File: config.mk
export PLATFORM = sky130hd
export DESIGN_NAME = mem_port_arbiter_flat
export DESIGN_NICKNAME = d
export VERILOG_FILES = /design/src/rtl/mem_port_arbiter_pkg.sv /design/src/rtl/mem_port_arbiter_if.sv /design/src/rtl/mem_port_arbiter_starve_ctr.sv /design/src/rtl/mem_port_arbiter.sv /design/src/flat_wrapper.sv
export SDC_FILE = /design/constraint.sdc
export NUM_CORES = 1
export LEC_CHECK = 0
export CAP_MARGIN = 10
export CORE_AREA = 5 5 86 88
export DETAILED_ROUTE_END_ITERATION = 6
export DIE_AREA = 0 0 91 93
export PLACE_DENSITY = 0.85
export SYNTH_ARGS = -nofsm -noshare
export SYNTH_HDL_FRONTEND = slang
export SYNTH_SLANG_ARGS = --single-unit
File: constraint.sdc
create_clock -name clk -period 1.5 [get_ports clk]
set_input_delay 0.3 -clock clk [delete_from_list [all_inputs] [get_ports clk]]
set_output_delay 0.3 -clock clk [all_outputs]
set_load 0.01 [all_outputs]
File: src/rtl/mem_port_arbiter_pkg.sv
// Shared definitions for the unified instruction/data memory arbiter:
// response-owner encoding, default widths and the starvation counter width helper.
package mem_port_arbiter_pkg;

    localparam int ADDR_W_DEF     = 16;
    localparam int DATA_W_DEF     = 32;
    localparam int STARVE_MAX_DEF = 4;

    typedef enum logic [1:0] {
        RSP_NONE = 2'd0,
        RSP_IF   = 2'd1,
        RSP_DM   = 2'd2
    } rsp_owner_e;

    // Counter must hold max_cnt; never narrower than 3 bits.
    function automatic int starve_cnt_w(input int max_cnt);
        int w;
        w = 3;
        while ((1 << w) <= max_cnt) w++;
        return w;
    endfunction

endpackage

File: src/rtl/mem_port_arbiter_if.sv
// Bus bundle between the core ports, the arbiter and the SRAM macro.
// slave: arbiter view. master: core + SRAM view.
interface mem_port_arbiter_if #(
    parameter int ADDR_W = mem_port_arbiter_pkg::ADDR_W_DEF,
    parameter int DATA_W = mem_port_arbiter_pkg::DATA_W_DEF
);
    localparam int NB = DATA_W / 8;

    logic              if_req;
    logic [ADDR_W-1:0] if_addr;
    logic              if_gnt;
    logic              if_rvalid;
    logic [DATA_W-1:0] if_rdata;

    logic              dm_req;
    logic [NB-1:0]     dm_we;
    logic [ADDR_W-1:0] dm_addr;
    logic [DATA_W-1:0] dm_wdata;
    logic              dm_gnt;
    logic              dm_rvalid;
    logic [DATA_W-1:0] dm_rdata;

    logic              sram_ce;
    logic [NB-1:0]     sram_we;
    logic [ADDR_W-1:0] sram_addr;
    logic [DATA_W-1:0] sram_wdata;
    logic [DATA_W-1:0] sram_rdata;

    logic              busy;

    modport slave (
        input  if_req, if_addr,
        output if_gnt, if_rvalid, if_rdata,
        input  dm_req, dm_we, dm_addr, dm_wdata,
        output dm_gnt, dm_rvalid, dm_rdata,
        output sram_ce, sram_we, sram_addr, sram_wdata,
        input  sram_rdata,
        output busy
    );

    modport master (
        output if_req, if_addr,
        input  if_gnt, if_rvalid, if_rdata,
        output dm_req, dm_we, dm_addr, dm_wdata,
        input  dm_gnt, dm_rvalid, dm_rdata,
        input  sram_ce, sram_we, sram_addr, sram_wdata,
        output sram_rdata,
        input  busy
    );

endinterface

File: src/rtl/mem_port_arbiter_starve_ctr.sv
// Fetch starvation counter: counts consecutive denied fetch cycles and
// forces one fetch grant once the count reaches STARVE_MAX.
module arb_starve_ctr
    import mem_port_arbiter_pkg::*;
#(
    parameter int STARVE_MAX = STARVE_MAX_DEF
) (
    input  logic clk,
    input  logic rst,
    input  logic if_req,
    input  logic if_gnt,
    output logic fetch_force
);
    localparam int               CNT_W   = starve_cnt_w(STARVE_MAX);
    localparam logic [CNT_W-1:0] CNT_MAX = CNT_W'(STARVE_MAX);

    logic [CNT_W-1:0] cnt_q;

    // Count denied fetch cycles, saturating at CNT_MAX; any grant or dropped request clears.
    always_ff @(posedge clk) begin
        if (rst) begin
            cnt_q <= '0;
        end else if (!if_req || if_gnt) begin
            cnt_q <= '0;
        end else if (cnt_q != CNT_MAX) begin
            cnt_q <= cnt_q + CNT_W'(1);
        end
    end

    assign fetch_force = if_req && (cnt_q == CNT_MAX);

endmodule

File: src/rtl/mem_port_arbiter.sv
// Unified I/D memory arbiter: one SRAM access per cycle, data port has
// priority over fetch, one-cycle read data routed back to its owner.
// Optional fetch fairness is enabled with `define MEM_ARB_FAIR_EN.
//
// Response owner register:
//   state    | meaning
//   RSP_NONE | no read issued last cycle (idle, write, or reset)
//   RSP_IF   | last cycle issued a fetch read; sram_rdata belongs to fetch
//   RSP_DM   | last cycle issued a data read; sram_rdata belongs to data port
module mem_port_arbiter
    import mem_port_arbiter_pkg::*;
#(
    parameter int ADDR_W     = ADDR_W_DEF,
    parameter int DATA_W     = DATA_W_DEF,
    parameter int STARVE_MAX = STARVE_MAX_DEF
) (
    input  logic               clk,
    input  logic               rst,
    mem_port_arbiter_if.slave  bus
);
    localparam int NB = DATA_W / 8;

    rsp_owner_e rsp_q;
    rsp_owner_e rsp_nxt;
    logic       fetch_force;
    logic       if_gnt;
    logic       dm_gnt;
    logic       dm_is_read;

`ifdef MEM_ARB_FAIR_EN
    arb_starve_ctr #(
        .STARVE_MAX (STARVE_MAX)
    ) u_starve_ctr (
        .clk         (clk),
        .rst         (rst),
        .if_req      (bus.if_req),
        .if_gnt      (if_gnt),
        .fetch_force (fetch_force)
    );
`else
    logic fair_unused;
    assign fetch_force = 1'b0;
    assign fair_unused = (STARVE_MAX != 0);
`endif

    assign dm_is_read = (bus.dm_we == {NB{1'b0}});

    // Grant decision: data port wins unless fetch has been starved; nothing granted in reset.
    always_comb begin
        dm_gnt = 1'b0;
        if_gnt = 1'b0;
        if (!rst) begin
            dm_gnt = bus.dm_req && !fetch_force;
            if_gnt = bus.if_req && (!bus.dm_req || fetch_force);
        end
    end

    // Drive the SRAM from whichever port holds the grant; idle drives all zero.
    always_comb begin
        bus.sram_ce    = 1'b0;
        bus.sram_we    = {NB{1'b0}};
        bus.sram_addr  = {ADDR_W{1'b0}};
        bus.sram_wdata = {DATA_W{1'b0}};
        if (dm_gnt) begin
            bus.sram_ce    = 1'b1;
            bus.sram_we    = bus.dm_we;
            bus.sram_addr  = bus.dm_addr;
            bus.sram_wdata = bus.dm_wdata;
        end else if (if_gnt) begin
            bus.sram_ce    = 1'b1;
            bus.sram_addr  = bus.if_addr;
        end
    end

    // Grants and stall indication back to the core.
    always_comb begin
        bus.if_gnt = if_gnt;
        bus.dm_gnt = dm_gnt;
        bus.busy   = (bus.if_req && !if_gnt) || (bus.dm_req && !dm_gnt);
        if (rst) begin
            bus.busy = 1'b0;
        end
    end

    // Response owner register.
    always_ff @(posedge clk) begin
        if (rst) begin
            rsp_q <= RSP_NONE;
        end else begin
            rsp_q <= rsp_nxt;
        end
    end

    // Next owner: the read issued this cycle, if any.
    always_comb begin
        rsp_nxt = RSP_NONE;
        if (dm_gnt && dm_is_read) begin
            rsp_nxt = RSP_DM;
        end else if (if_gnt) begin
            rsp_nxt = RSP_IF;
        end
    end

    // Route read data to its owner; suppressed while reset is asserted.
    always_comb begin
        bus.if_rvalid = 1'b0;
        bus.if_rdata  = {DATA_W{1'b0}};
        bus.dm_rvalid = 1'b0;
        bus.dm_rdata  = {DATA_W{1'b0}};
        if (!rst) begin
            case (rsp_q)
                RSP_IF: begin
                    bus.if_rvalid = 1'b1;
                    bus.if_rdata  = bus.sram_rdata;
                end
                RSP_DM: begin
                    bus.dm_rvalid = 1'b1;
                    bus.dm_rdata  = bus.sram_rdata;
                end
                default: ;
            endcase
        end
    end

endmodule

File: src/flat_wrapper.sv
// flat-port wrapper written by rule: the top's interface ports become plain ports
module mem_port_arbiter_flat import mem_port_arbiter_pkg::*;
#(
    parameter int ADDR_W     = ADDR_W_DEF,
    parameter int DATA_W     = DATA_W_DEF,
    parameter int STARVE_MAX = STARVE_MAX_DEF
)
  (clk, rst, bus_if_req, bus_if_addr, bus_if_gnt, bus_if_rvalid, bus_if_rdata, bus_dm_req, bus_dm_we, bus_dm_addr, bus_dm_wdata, bus_dm_gnt, bus_dm_rvalid, bus_dm_rdata, bus_sram_ce, bus_sram_we, bus_sram_addr, bus_sram_wdata, bus_sram_rdata, bus_busy);
  mem_port_arbiter_if #(.ADDR_W(ADDR_W), .DATA_W(DATA_W)) bus_i ();
  input  logic clk;
  input  logic rst;
  input wire logic [$bits(bus_i.if_req)-1:0] bus_if_req;
  input wire logic [$bits(bus_i.if_addr)-1:0] bus_if_addr;
  output wire logic [$bits(bus_i.if_gnt)-1:0] bus_if_gnt;
  output wire logic [$bits(bus_i.if_rvalid)-1:0] bus_if_rvalid;
  output wire logic [$bits(bus_i.if_rdata)-1:0] bus_if_rdata;
  input wire logic [$bits(bus_i.dm_req)-1:0] bus_dm_req;
  input wire logic [$bits(bus_i.dm_we)-1:0] bus_dm_we;
  input wire logic [$bits(bus_i.dm_addr)-1:0] bus_dm_addr;
  input wire logic [$bits(bus_i.dm_wdata)-1:0] bus_dm_wdata;
  output wire logic [$bits(bus_i.dm_gnt)-1:0] bus_dm_gnt;
  output wire logic [$bits(bus_i.dm_rvalid)-1:0] bus_dm_rvalid;
  output wire logic [$bits(bus_i.dm_rdata)-1:0] bus_dm_rdata;
  output wire logic [$bits(bus_i.sram_ce)-1:0] bus_sram_ce;
  output wire logic [$bits(bus_i.sram_we)-1:0] bus_sram_we;
  output wire logic [$bits(bus_i.sram_addr)-1:0] bus_sram_addr;
  output wire logic [$bits(bus_i.sram_wdata)-1:0] bus_sram_wdata;
  input wire logic [$bits(bus_i.sram_rdata)-1:0] bus_sram_rdata;
  output wire logic [$bits(bus_i.busy)-1:0] bus_busy;
  assign bus_i.if_req = bus_if_req;
  assign bus_i.if_addr = bus_if_addr;
  assign bus_if_gnt = bus_i.if_gnt;
  assign bus_if_rvalid = bus_i.if_rvalid;
  assign bus_if_rdata = bus_i.if_rdata;
  assign bus_i.dm_req = bus_dm_req;
  assign bus_i.dm_we = bus_dm_we;
  assign bus_i.dm_addr = bus_dm_addr;
  assign bus_i.dm_wdata = bus_dm_wdata;
  assign bus_dm_gnt = bus_i.dm_gnt;
  assign bus_dm_rvalid = bus_i.dm_rvalid;
  assign bus_dm_rdata = bus_i.dm_rdata;
  assign bus_sram_ce = bus_i.sram_ce;
  assign bus_sram_we = bus_i.sram_we;
  assign bus_sram_addr = bus_i.sram_addr;
  assign bus_sram_wdata = bus_i.sram_wdata;
  assign bus_i.sram_rdata = bus_sram_rdata;
  assign bus_busy = bus_i.busy;
  mem_port_arbiter #(.ADDR_W(ADDR_W), .DATA_W(DATA_W), .STARVE_MAX(STARVE_MAX)) u_core (.clk(clk), .rst(rst), .bus(bus_i));
endmodule
==> results_tabular.tex, run 1 <==
\begin{tabular}{lr}
\hline
Metric & Value \\
\hline
\multicolumn{2}{l}{\textbf{Run status}} \\
\quad Status & finished, violations left \\
\quad Violations in the final reports & setup timing \\
\multicolumn{2}{l}{\textbf{Route}} \\
\quad Routed wire length on met3 & $\sim$970 um \\
\quad Highest routing layer actually used & met4 \\
\quad Routed wirelength normalized by instance count & between 15 and 20 um \\
\quad DR pass1 iterations & 4 \\
\quad Routed WL & roughly 8.6 mm \\
\quad DR vias/cell & 4.45 \\
\quad Met2 wire len & $\sim$4.6 mm \\
\quad Remaining routing DRC violations & 0 \\
\quad Via Count & between 2000 and 2500 \\
\quad Met1 wire length & between 2 and 3 mm \\
\quad DRT antenna net count & 0 \\
\quad Initial DRC count & 31 \\
\multicolumn{2}{l}{\textbf{Place}} \\
\quad Number of I/O port buffers & 225 \\
\quad Detailed Place HPWL & roughly 6.3 mm \\
\quad Cell Area, Placed & 3410 um\^{}2 \\
\quad Gpl congestion & just over 0.8 \\
\multicolumn{2}{l}{\textbf{Floorplanning}} \\
\quad Row cnt & 30 \\
\quad Vert. Die Dim & a little over 90 um \\
\quad Initial cell density of the core & between 10\% and 20\% \\
\quad IO Pins & 226 \\
\quad Total die area & around 8500 um\^{}2 \\
\quad Die outline width & roughly 91 um \\
\quad Core box area & about 6600 um\^{}2 \\
\multicolumn{2}{l}{\textbf{Timing}} \\
\quad Slew HR & between 80\% and 90\% \\
\quad Final setup TNS & -4.17 ns \\
\quad PnR worst setup slack & -0.106 ns \\
\quad Final Slew Violations & 0 \\
\quad RSZ-0062 raised after global routing & true \\
\quad Worst Tran Pin Value & about 0.22 ns \\
\quad Share of the clock period used by the worst path & 107\% \\
\quad Fin. Hold Viols & 0 \\
\quad Min Clock Period, post-route & about 1.6 ns \\
\quad Fmax & approximately 620 MHz \\
\quad Final setup vio count & 64 \\
\multicolumn{2}{l}{\textbf{Finish}} \\
\quad Share of final-layout standard cells stronger than drive strength 1 & between 50 and 60\% \\
\quad Area overhead of the layout relative to synthesis & 277\% \\
\quad Seq. cell area & between 40 and 50 um\^{}2 \\
\quad Total of fill cells in the finished design & 598 \\
\quad Top flop regs & u\_core.rsp\_q x2 \\
\quad Layout net count & roughly 500 \\
\quad Max reg flops & 2 \\
\quad Inserted Diodes & 0 \\
\quad Top reg by flops & u\_core.rsp\_q \\
\quad Area of all placed cells without fillers & about 3800 um\^{}2 \\
\quad Area of the multi-input gates & 1040 um\^{}2 \\
\multicolumn{2}{l}{\textbf{Clock tree}} \\
\quad CTS tree & done \\
\quad Maximum root-to-sink buffer count & 2 \\
\quad Clock buffers created by TritonCTS & 3 \\
\quad Clk root buf & clkbuf\_8 \\
\quad CTS clk-pin slew, worst paths & $\sim$0.030 ns \\
\quad Clock H-tree levels & 1 \\
\quad Number of sinks on the clock net & 2 \\
\quad Hold-fix buffers at CTS & 0 \\
\multicolumn{2}{l}{\textbf{Worst setup path}} \\
\quad First element of the critical path & u\_core.rsp\_q[1]\$\_SDFF\_PP0\_ \\
\quad Crit path kind & register to output port \\
\quad Launching element type of the critical path & register \\
\quad Worst path arrival time & between 1 and 1.5 ns \\
\quad CP Capture Type & output port \\
\quad WP data required & around 1.2 ns \\
\quad Worst-path maximum fanout & 8 \\
\multicolumn{2}{l}{\textbf{Yosys}} \\
\quad Main flop type after synthesis & dfxtp\_1 \\
\quad Synth Warn \# & 0 \\
\quad Post-Synthesis Cell Area & roughly 1000 um\^{}2 \\
\quad Post-synth top area share & between 60\% and 70\% \\
\quad Sequential share of the synthesized area & $\sim$4.0\% \\
\quad Number of library cell types mapped by synthesis & 14 \\
\quad Number of nets produced by synthesis & about 250 \\
\quad Top cells by count, synth & and2\_1, a32o\_1, clkbuf\_1 \\
\quad Post-synthesis async set-or-reset flop share & 0\% \\
\quad Register bit total from synthesis & 2 \\
\quad Average footprint of a synthesized cell & 6.95 um\^{}2 \\
\quad Count leader, synth & and2\_1 \\
\quad Post-synth EDFFs & 0 \\
\quad Syn Inst Count & about 140 \\
\quad Synth area leaders & and2\_1, a32o\_1, dfxtp\_1 \\
\quad Cell type contributing the most total cell area after synthesis & and2\_1 \\
\multicolumn{2}{l}{\textbf{GRT}} \\
\quad Vias in the first global route & 2261 \\
\quad Sum of overflow across all layers after global routing & 0 \\
\quad Initial antenna violation count & 0 \\
\quad Largest net degree at the start of global routing & 17 \\
\quad Global-route wire length before repair & 12.5 mm \\
\quad Total global routing track utilization & 18.6\% \\
\multicolumn{2}{l}{\textbf{Min path}} \\
\quad Hold Path Sink & u\_core.rsp\_q[0]\$\_SDFF\_PP0\_ \\
\quad Class of the tightest hold or removal check & input pin to register \\
\quad Hold Startpoint & bus\_if\_req \\
\quad Number of cells on the worst hold path & 3 \\
\multicolumn{2}{l}{\textbf{Power}} \\
\quad Leakage power & 1.82 nW \\
\quad IR drop worst, VDD & approximately 0.17 mV \\
\quad Power density over cell area & 272 nW/um\^{}2 \\
\multicolumn{2}{l}{\textbf{Flow run}} \\
\quad Max-Cap Viols & 0 \\
\hline
\end{tabular}
==> worst max path at each step <==
| stage | endpoint | slack (ns) | cells past startpoint |
|---|---|---|---|
| final | bus_if_rdata[10] | -0.11 | 5 |
| after floorplan | bus_dm_rdata[21] | 0.23 | 3 |
| after global routing | bus_if_rdata[1] | -0.17 | 5 |
| after CTS | bus_dm_rdata[31] | -0.12 | 5 |
| after detailed placement | bus_dm_rdata[0] | -0.87 | 5 |
| after global placement | bus_if_rdata[10] | -0.84 | 5 |
==> power breakdown <==
| part | total, W | leakage (nW) | internal, W | switching, W |
|---|---|---|---|---|
| combinational | 0.000762 | 1.78 | 0.000512 | 0.000250 |
| clock | 0.000211 | 0.0216 | 0.000170 | 0.0000409 |
| sequential | 0.0000541 | 0.0178 | 0.0000525 | 0.00000160 |
==> layer usage <==
metal  track usage [%]  up-vias
met5                 0        -
met4              6.23        0
met3              6.28       22
met1              17.7      931
li1                  -      977
met2              36.6      160
==> final cells by class <==
class	count	share of cell area (%)
tap	80	2.66
multi-input combinational	127	27.5
sequential	2	1.26
timing repair buffer	258	67.5
clock buffer	3	1.10
==> layout by cell type, fill, tap and decap left out, drive strengths merged <==
cell and instances:
a32o 16, and2 102, and4bb 2, buf 146
clkbuf 5, clkdlybuf4s15 9, clkdlybuf4s50 100, dfxtp 2
dlygate4sd2 1, nor2 3, nor2b 1, nor3b 2
nor4 1
==> kinds of logic (layout without fill, tap and decap cells) <==
logic type / after synthesis / count (layout) / share of synthesized area (%)
simple gates: 111 / 111 / 71.6
flops: 2 / 2 / 4.00
compound gates: 16 / 16 / 16.0
buf+inv: 15 / 261 / 8.37
==> critical path, stage by stage (launching register included) <==
cell and delay, ns:
dfxtp_4 0.34, nor3b_4 0.23, buf_6 0.15, clkbuf_16 0.14, and2_4 0.14, buf_6 0.09
==> metrics by stage <==
step	worst slack [ns]	hold WS (ns)	util, %	power, W	cells
detailed placement	-0.870	1.06	51.9	0.000711	446
floorplan	0.233	0.507	-	0.000217	144
global route	-0.166	0.715	57.4	0.00108	470
CTS	-0.119	0.664	53.3	0.00101	470
global placement	-0.842	1.07	51.9	0.000700	446
finish	-0.106	0.672	57.4	0.00103	470
==> timing repair <==
| item | CTS | global route |
|---|---|---|
| pin swaps | 26 | 31 |
| gates resized for setup | 537 | 93 |
| gates cloned | 10 | 2 |
| setup endpoints to repair | 122 | 100 |
| setup buffers | 11 | 3 |
(Power assumes the default switching activity.)
==> run 2, diff against run 1 <==
--- a/config.mk
+++ b/config.mk
@@ -7,6 +7,7 @@
 export LEC_CHECK = 0
 export CAP_MARGIN = 10
 export CORE_AREA = 5 5 86 88
+export CTS_BUF_LIST = sky130_fd_sc_hd__clkbuf_4
 export DETAILED_ROUTE_END_ITERATION = 6
 export DIE_AREA = 0 0 91 93
 export PLACE_DENSITY = 0.85
==> run 2 against run 1 <==
- the flow still finishes with violations (setup timing)
- clock power shrank 42%
- hold slack worse by 0.015 ns
- first-iteration DRC count grew 42%
- utilization is 1.1 points lower
- design area down 1.9%
- via count is 0.86% lower
- cell count rose by 0.21%
- setup slack got worse by 0.018 ns
- global-route usage about the same
- critical path depth unchanged
==> results_tabular.tex, run 2 (synthesis results as in run 1) <==
\begin{tabular}{lr}
\hline
Metric & Value \\
\hline
\multicolumn{2}{l}{\textbf{Run status}} \\
\quad Status & finished, violations left \\
\quad Violations in the final reports & setup timing \\
\multicolumn{2}{l}{\textbf{Clock tree}} \\
\quad Clock H-tree levels & 1 \\
\quad CTS tree & done \\
\quad Clock buffers created by TritonCTS & 3 \\
\quad Clk root buf & clkbuf\_4 \\
\quad Maximum root-to-sink buffer count & 2 \\
\quad Hold-fix buffers at CTS & 0 \\
\quad CTS clk-pin slew, worst paths & around 0.03 ns \\
\quad Number of sinks on the clock net & 2 \\
\multicolumn{2}{l}{\textbf{Route}} \\
\quad DR pass1 iterations & 4 \\
\quad Routed WL & between 8 and 9 mm \\
\quad Via Count & 2072 \\
\quad Highest routing layer actually used & met4 \\
\quad Met1 wire length & 2.86 mm \\
\quad DR vias/cell & around 4.4 \\
\quad Routed wire length on met3 & a little over 900 um \\
\quad Initial DRC count & between 40 and 50 \\
\quad Met2 wire len & $\sim$4.8 mm \\
\quad Routed wirelength normalized by instance count & 18.3 um \\
\quad Remaining routing DRC violations & 0 \\
\quad DRT antenna net count & 0 \\
\multicolumn{2}{l}{\textbf{Worst setup path}} \\
\quad WP data required & between 1 and 1.5 ns \\
\quad Count of cell instances traversed by the critical path & 5 \\
\quad CP peak stage delay & 0.35 ns \\
\quad Crit path kind & register to output port \\
\quad Worst-path maximum fanout & 8 \\
\quad Total buffers and inverters traversed by the critical path & 3 \\
\quad Launching element type of the critical path & register \\
\quad CP Capture Type & output port \\
\quad Worst path arrival time & around 1.3 ns \\
\quad Worst-path cell with the longest stage delay & dfxtp\_4 \\
\quad Critical path cell sequence & nor3b\_4, buf\_6, clkbuf\_16, and2\_4, buf\_6 \\
\quad Top cell by count, worst path & buf\_6 \\
\quad Cell type group with the largest total delay on the critical path & buffers and inverters \\
\multicolumn{2}{l}{\textbf{Place}} \\
\quad Detailed Place HPWL & between 6 and 7 mm \\
\quad Gpl congestion & about 0.81 \\
\quad Cell Area, Placed & $\sim$3400 um\^{}2 \\
\quad Post-Place Cells & $\sim$450 \\
\quad Number of I/O port buffers & 225 \\
\multicolumn{2}{l}{\textbf{Timing}} \\
\quad RSZ-0062 raised after global routing & true \\
\quad Slew HR & roughly 85\% \\
\quad Final Slew Violations & 0 \\
\quad Fin. Hold Viols & 0 \\
\quad Final setup vio count & 66 \\
\quad Fmax & 616 MHz \\
\quad Min Clock Period, post-route & 1.62 ns \\
\quad Share of the clock period used by the worst path & 108\% \\
\quad PnR worst setup slack & -0.124 ns \\
\quad Worst Tran Pin Value & between 0.2 and 0.25 ns \\
\quad Minimum hold slack & between 0.6 and 0.7 ns \\
\multicolumn{2}{l}{\textbf{Min path}} \\
\quad Number of cells on the worst hold path & 3 \\
\quad Class of the tightest hold or removal check & input pin to register \\
\multicolumn{2}{l}{\textbf{Finish}} \\
\quad Most common library cell in the layout ignoring fill and taps & clkdlybuf4s50\_1 \\
\quad Inserted Diodes & 0 \\
\quad Area of the multi-input gates & between 1000 and 1500 um\^{}2 \\
\quad Seq. cell area & 47.5 um\^{}2 \\
\quad Share of final-layout standard cells stronger than drive strength 1 & 55.0\% \\
\quad Top flop regs & u\_core.rsp\_q x2 \\
\quad Leading cell types in the layout, fill and taps excluded & clkdlybuf4s50\_1, buf\_6, buf\_2, and2\_1, and2\_4 \\
\quad Area of all placed cells without fillers & about 3700 um\^{}2 \\
\quad Max reg flops & 2 \\
\quad Layout net count & around 500 \\
\quad Area overhead of the layout relative to synthesis & 270\% \\
\quad Total of fill cells in the finished design & 578 \\
\quad Top reg by flops & u\_core.rsp\_q \\
\quad Non-filler instance count after layout & about 470 \\
\multicolumn{2}{l}{\textbf{Power}} \\
\quad Sequential share of power & under 10\% \\
\quad Power density over cell area & between 200 and 300 nW/um\^{}2 \\
\quad Switching power summed over all nets & 0.000288 W \\
\quad Cell Int Power & around 0.00066 W \\
\quad IR drop worst, VDD & 0.129 mV \\
\quad Leakage power & approximately 1.8 nW \\
\quad Clk network pwr share & about an eighth \\
\quad Relative contribution of combinational cells to total power & 81.5\% \\
\quad Sw frac & a little under a third \\
\multicolumn{2}{l}{\textbf{GRT}} \\
\quad Total global routing track utilization & roughly 19\% \\
\quad Vias in the first global route & around 2200 \\
\quad Global-route wire length before repair & around 13 mm \\
\quad Initial antenna violation count & 0 \\
\quad Sum of overflow across all layers after global routing & 0 \\
\quad Largest net degree at the start of global routing & 17 \\
\multicolumn{2}{l}{\textbf{Floorplanning}} \\
\quad Vert. Die Dim & just over 90 um \\
\quad Core box area & 6570 um\^{}2 \\
\quad Total die area & $\sim$8500 um\^{}2 \\
\quad Row cnt & 30 \\
\quad IO Pins & between 200 and 250 \\
\quad Initial cell density of the core & between 10\% and 20\% \\
\quad Die outline width & about 90 um \\
\multicolumn{2}{l}{\textbf{Flow run}} \\
\quad Max-Cap Viols & 0 \\
\hline
\end{tabular}
run 2: changes by cell type in the layout (fill, tap and decap cells not counted), sizes merged:
cell,delta
clkbuf,+4
buf,-1
clkdlybuf4s15,-2
run 2: cell type report:
type,instances,share of cell area (%)
repair buffers,259,67.9
multi-input cells,127,27.5
well taps,80,2.71
flip-flops and latches,2,1.29
clock buffers,3,0.609
run 2: through the flow:
step / worst slack [ns] / utilization, % / setup TNS, ns / power (W)
after floorplan: 0.233 / - / 0 / 0.000217
after detailed placement: -0.870 / 51.9 / -99.00 / 0.000711
after global placement: -0.842 / 51.9 / -94.73 / 0.000700
after global routing: -0.186 / 56.3 / -9.59 / 0.00101
after CTS: -0.142 / 51.6 / -7.41 / 0.000906
final: -0.124 / 56.3 / -4.11 / 0.000952
run 2: repair_timing:
action,4_1_cts,5_1_grt
setup endpoints to repair,122,112
cloned,11,2
pin swaps,9,40
resized for setup,516,105
buffers inserted,15,0
run 2: path summary, 6_finish.rpt:
path / start / to / slack [ns]
max: u_core.rsp_q[0]$_SDFF_PP0_ / bus_if_rdata[10] / -0.12
min: bus_if_req / u_core.rsp_q[0]$_SDFF_PP0_ / 0.66
run 2: layer usage:
| metal | GRT usage (%) | vias to the layer above |
|---|---|---|
| met4 | 4.40 | 0 |
| li1 | - | 979 |
| met2 | 36.4 | 146 |
| met5 | 0 | - |
| met1 | 18.4 | 941 |
| met3 | 6.60 | 6 |
run 2: power by group through the flow:
stage | sequential (W) | clock (W) | combinational [W]
after floorplan | 0.0000566 | 0 | 0.000160
after global placement | 0.0000567 | 0 | 0.000644
after detailed placement | 0.0000568 | 0 | 0.000654
after CTS | 0.0000569 | 0.000130 | 0.000719
after global routing | 0.0000544 | 0.000133 | 0.000820
final | 0.0000540 | 0.000122 | 0.000775
run 2: tightest hold or removal path, stage by stage:
cell and delay [ns]:
dlygate4sd2_1 0.27, buf_4 0.17, and2_1 0.11
==> run 3, diff against run 2 <==
--- a/config.mk
+++ b/config.mk
@@ -10,6 +10,8 @@
 export CTS_BUF_LIST = sky130_fd_sc_hd__clkbuf_4
 export DETAILED_ROUTE_END_ITERATION = 6
 export DIE_AREA = 0 0 91 93
+export GPL_ROUTABILITY_DRIVEN = 0
+export GPL_TIMING_DRIVEN = 0
 export PLACE_DENSITY = 0.85
 export SYNTH_ARGS = -nofsm -noshare
 export SYNTH_HDL_FRONTEND = slang
==> run 3 against run 2 <==
- the flow still finishes with violations (setup timing)
- combinational power is 16% lower
- fmax is 2.9% lower
- clock power is 4% lower
- utilization is 2.2 points lower
- via count is 0.39% lower
- total power is 14% lower
- flip-flop and latch count stayed put
- die area stayed put
- setup slack worse by 0.049 ns
- global-route usage is 1.7 points lower
- sequential share of layout area is 0.052 points higher
- critical endpoint is now bus_if_rdata[5]
- largest power group unchanged
==> results_tabular.tex, run 3 (synthesis results as in run 1) <==
\begin{tabular}{lr}
\hline
Metric & Value \\
\hline
\multicolumn{2}{l}{\textbf{Route}} \\
\quad Routed wirelength normalized by instance count & between 15 and 20 um \\
\quad Remaining routing DRC violations & 0 \\
\quad Routed WL & 8.13 mm \\
\quad DR vias/cell & between 4 and 5 \\
\quad Initial DRC count & 51 \\
\quad Via Count & around 2100 \\
\quad DR pass1 iterations & 4 \\
\quad DRT antenna net count & 0 \\
\multicolumn{2}{l}{\textbf{Power}} \\
\quad Power density over cell area & 231 nW/um\^{}2 \\
\quad Total chip power & $\sim$0.00082 W \\
\quad Leakage power & roughly 1.8 nW \\
\quad IR drop worst, VDD & around 0.12 mV \\
\multicolumn{2}{l}{\textbf{Run status}} \\
\quad Status & finished, violations left \\
\quad Violations in the final reports & setup timing \\
\multicolumn{2}{l}{\textbf{Worst setup path}} \\
\quad Worst-path maximum fanout & 8 \\
\quad WP data required & 1.20 ns \\
\quad Launching element type of the critical path & register \\
\quad CP Capture Type & output port \\
\quad Worst path arrival time & 1.37 ns \\
\quad Crit path kind & register to output port \\
\multicolumn{2}{l}{\textbf{Finish}} \\
\quad Layout net count & around 500 \\
\quad Leading cell types in the layout, fill and taps excluded & clkdlybuf4s50\_1, buf\_2, and2\_1, buf\_6, and2\_4 \\
\quad Inserted Diodes & 0 \\
\quad Most common library cell in the layout ignoring fill and taps & clkdlybuf4s50\_1 \\
\quad Area of all placed cells without fillers & about 3600 um\^{}2 \\
\quad Top reg by flops & u\_core.rsp\_q \\
\quad Total of fill cells in the finished design & $\sim$590 \\
\quad Area overhead of the layout relative to synthesis & 255\% \\
\quad Max reg flops & 2 \\
\quad Top flop regs & u\_core.rsp\_q x2 \\
\quad Share of final-layout standard cells stronger than drive strength 1 & between 50\% and 60\% \\
\multicolumn{2}{l}{\textbf{Timing}} \\
\quad Worst Tran Pin Value & between 0.4 and 0.5 ns \\
\quad PnR worst setup slack & -0.173 ns \\
\quad Slew HR & 71.8\% \\
\quad Fmax & 598 MHz \\
\quad RSZ-0062 raised after global routing & true \\
\quad Final Slew Violations & 0 \\
\quad Final setup TNS & -6.61 ns \\
\quad Share of the clock period used by the worst path & 112\% \\
\quad Min Clock Period, post-route & between 1.5 and 2 ns \\
\quad Final setup vio count & 62 \\
\quad Fin. Hold Viols & 0 \\
\quad Minimum hold slack & 0.461 ns \\
\multicolumn{2}{l}{\textbf{Floorplanning}} \\
\quad Row cnt & 30 \\
\quad Total die area & about 8500 um\^{}2 \\
\quad Core box area & roughly 6600 um\^{}2 \\
\quad IO Pins & $\sim$230 \\
\quad Initial cell density of the core & roughly 15\% \\
\quad Die outline width & $\sim$91 um \\
\quad Vert. Die Dim & just over 90 um \\
\multicolumn{2}{l}{\textbf{Clock tree}} \\
\quad CTS tree & done \\
\quad Clock H-tree levels & 1 \\
\quad Number of sinks on the clock net & 2 \\
\quad Hold-fix buffers at CTS & 0 \\
\quad Clk root buf & clkbuf\_4 \\
\quad CTS clk-pin slew, worst paths & around 0.030 ns \\
\quad Maximum root-to-sink buffer count & 2 \\
\quad Clock buffers created by TritonCTS & 3 \\
\multicolumn{2}{l}{\textbf{Flow run}} \\
\quad Max-Cap Viols & 0 \\
\multicolumn{2}{l}{\textbf{GRT}} \\
\quad Largest net degree at the start of global routing & 11 \\
\quad Total global routing track utilization & between 15 and 20\% \\
\quad Global-route wire length before repair & approximately 12 mm \\
\quad Initial antenna violation count & 0 \\
\quad Vias in the first global route & between 2000 and 2500 \\
\quad Sum of overflow across all layers after global routing & 0 \\
\multicolumn{2}{l}{\textbf{Place}} \\
\quad Setup slack at placement & -1.17 ns \\
\quad Detailed Place HPWL & $\sim$6.4 mm \\
\quad Number of I/O port buffers & between 200 and 250 \\
\quad Cell Area, Placed & between 3000 and 4000 um\^{}2 \\
\multicolumn{2}{l}{\textbf{Min path}} \\
\quad Class of the tightest hold or removal check & input pin to register \\
\hline
\end{tabular}
run 3: layer usage:
layer | wire length [um] | part of all wire [%] | global-route usage (%)
met5 | 0 | 0 | 0
met1 | 2520 | 31 | 16.4
met2 | 4530 | 56 | 33.9
met4 | 57 | 0.70 | 3.42
met3 | 1020 | 12 | 5.95
run 3: final cells by class:
| type | count | area [um^2] | area share, % |
|---|---|---|---|
| buffer | 14 | 158 | 4.43 |
| clock buffer | 3 | 22.5 | 0.633 |
| multi-input combinational | 127 | 995 | 28.0 |
| sequential | 2 | 47.5 | 1.34 |
| tap | 80 | 100 | 2.81 |
| timing repair buffer | 252 | 2230 | 62.8 |
run 3: per-stage QoR:
| stage | cells | utilization [%] |
|---|---|---|
| 6_report | 478 | 54.1 |
| 5_1_grt | 478 | 54.1 |
| 4_1_cts | 474 | 49.5 |
| 3_5_place_dp | 448 | 50.9 |
| 3_3_place_gp | 448 | 50.9 |
| 2_1_floorplan | 144 | - |
run 3: timing repair:
action	4_1_cts	5_1_grt
gates cloned	8	1
endpoints found under the setup margin	123	68
buffers inserted	16	3
gates resized for setup	556	75
pin swaps	26	11
endpoints found under the hold margin	0	0
run 3: worst paths after layout:
path  slack [ns]                          to                       start  cells after the start
max        -0.17             bus_if_rdata[5]  u_core.rsp_q[0]$_SDFF_PP0_                      6
min         0.46  u_core.rsp_q[0]$_SDFF_PP0_                  bus_if_req                      2
run 3: power breakdown:
| group | internal, W | leakage (nW) | switching [W] |
|---|---|---|---|
| clock network | 0.0000881 | 0.0138 | 0.0000290 |
| logic | 0.000431 | 1.77 | 0.000221 |
| registers | 0.0000524 | 0.0178 | 0.00000187 |
run 3: worst max-delay path, stage by stage (launching register included):
cell and delay (ns):
dfxtp_4 0.36, nor3b_4 0.18, buf_6 0.18, buf_8 0.12
buf_6 0.09, and2_4 0.13, buf_6 0.09
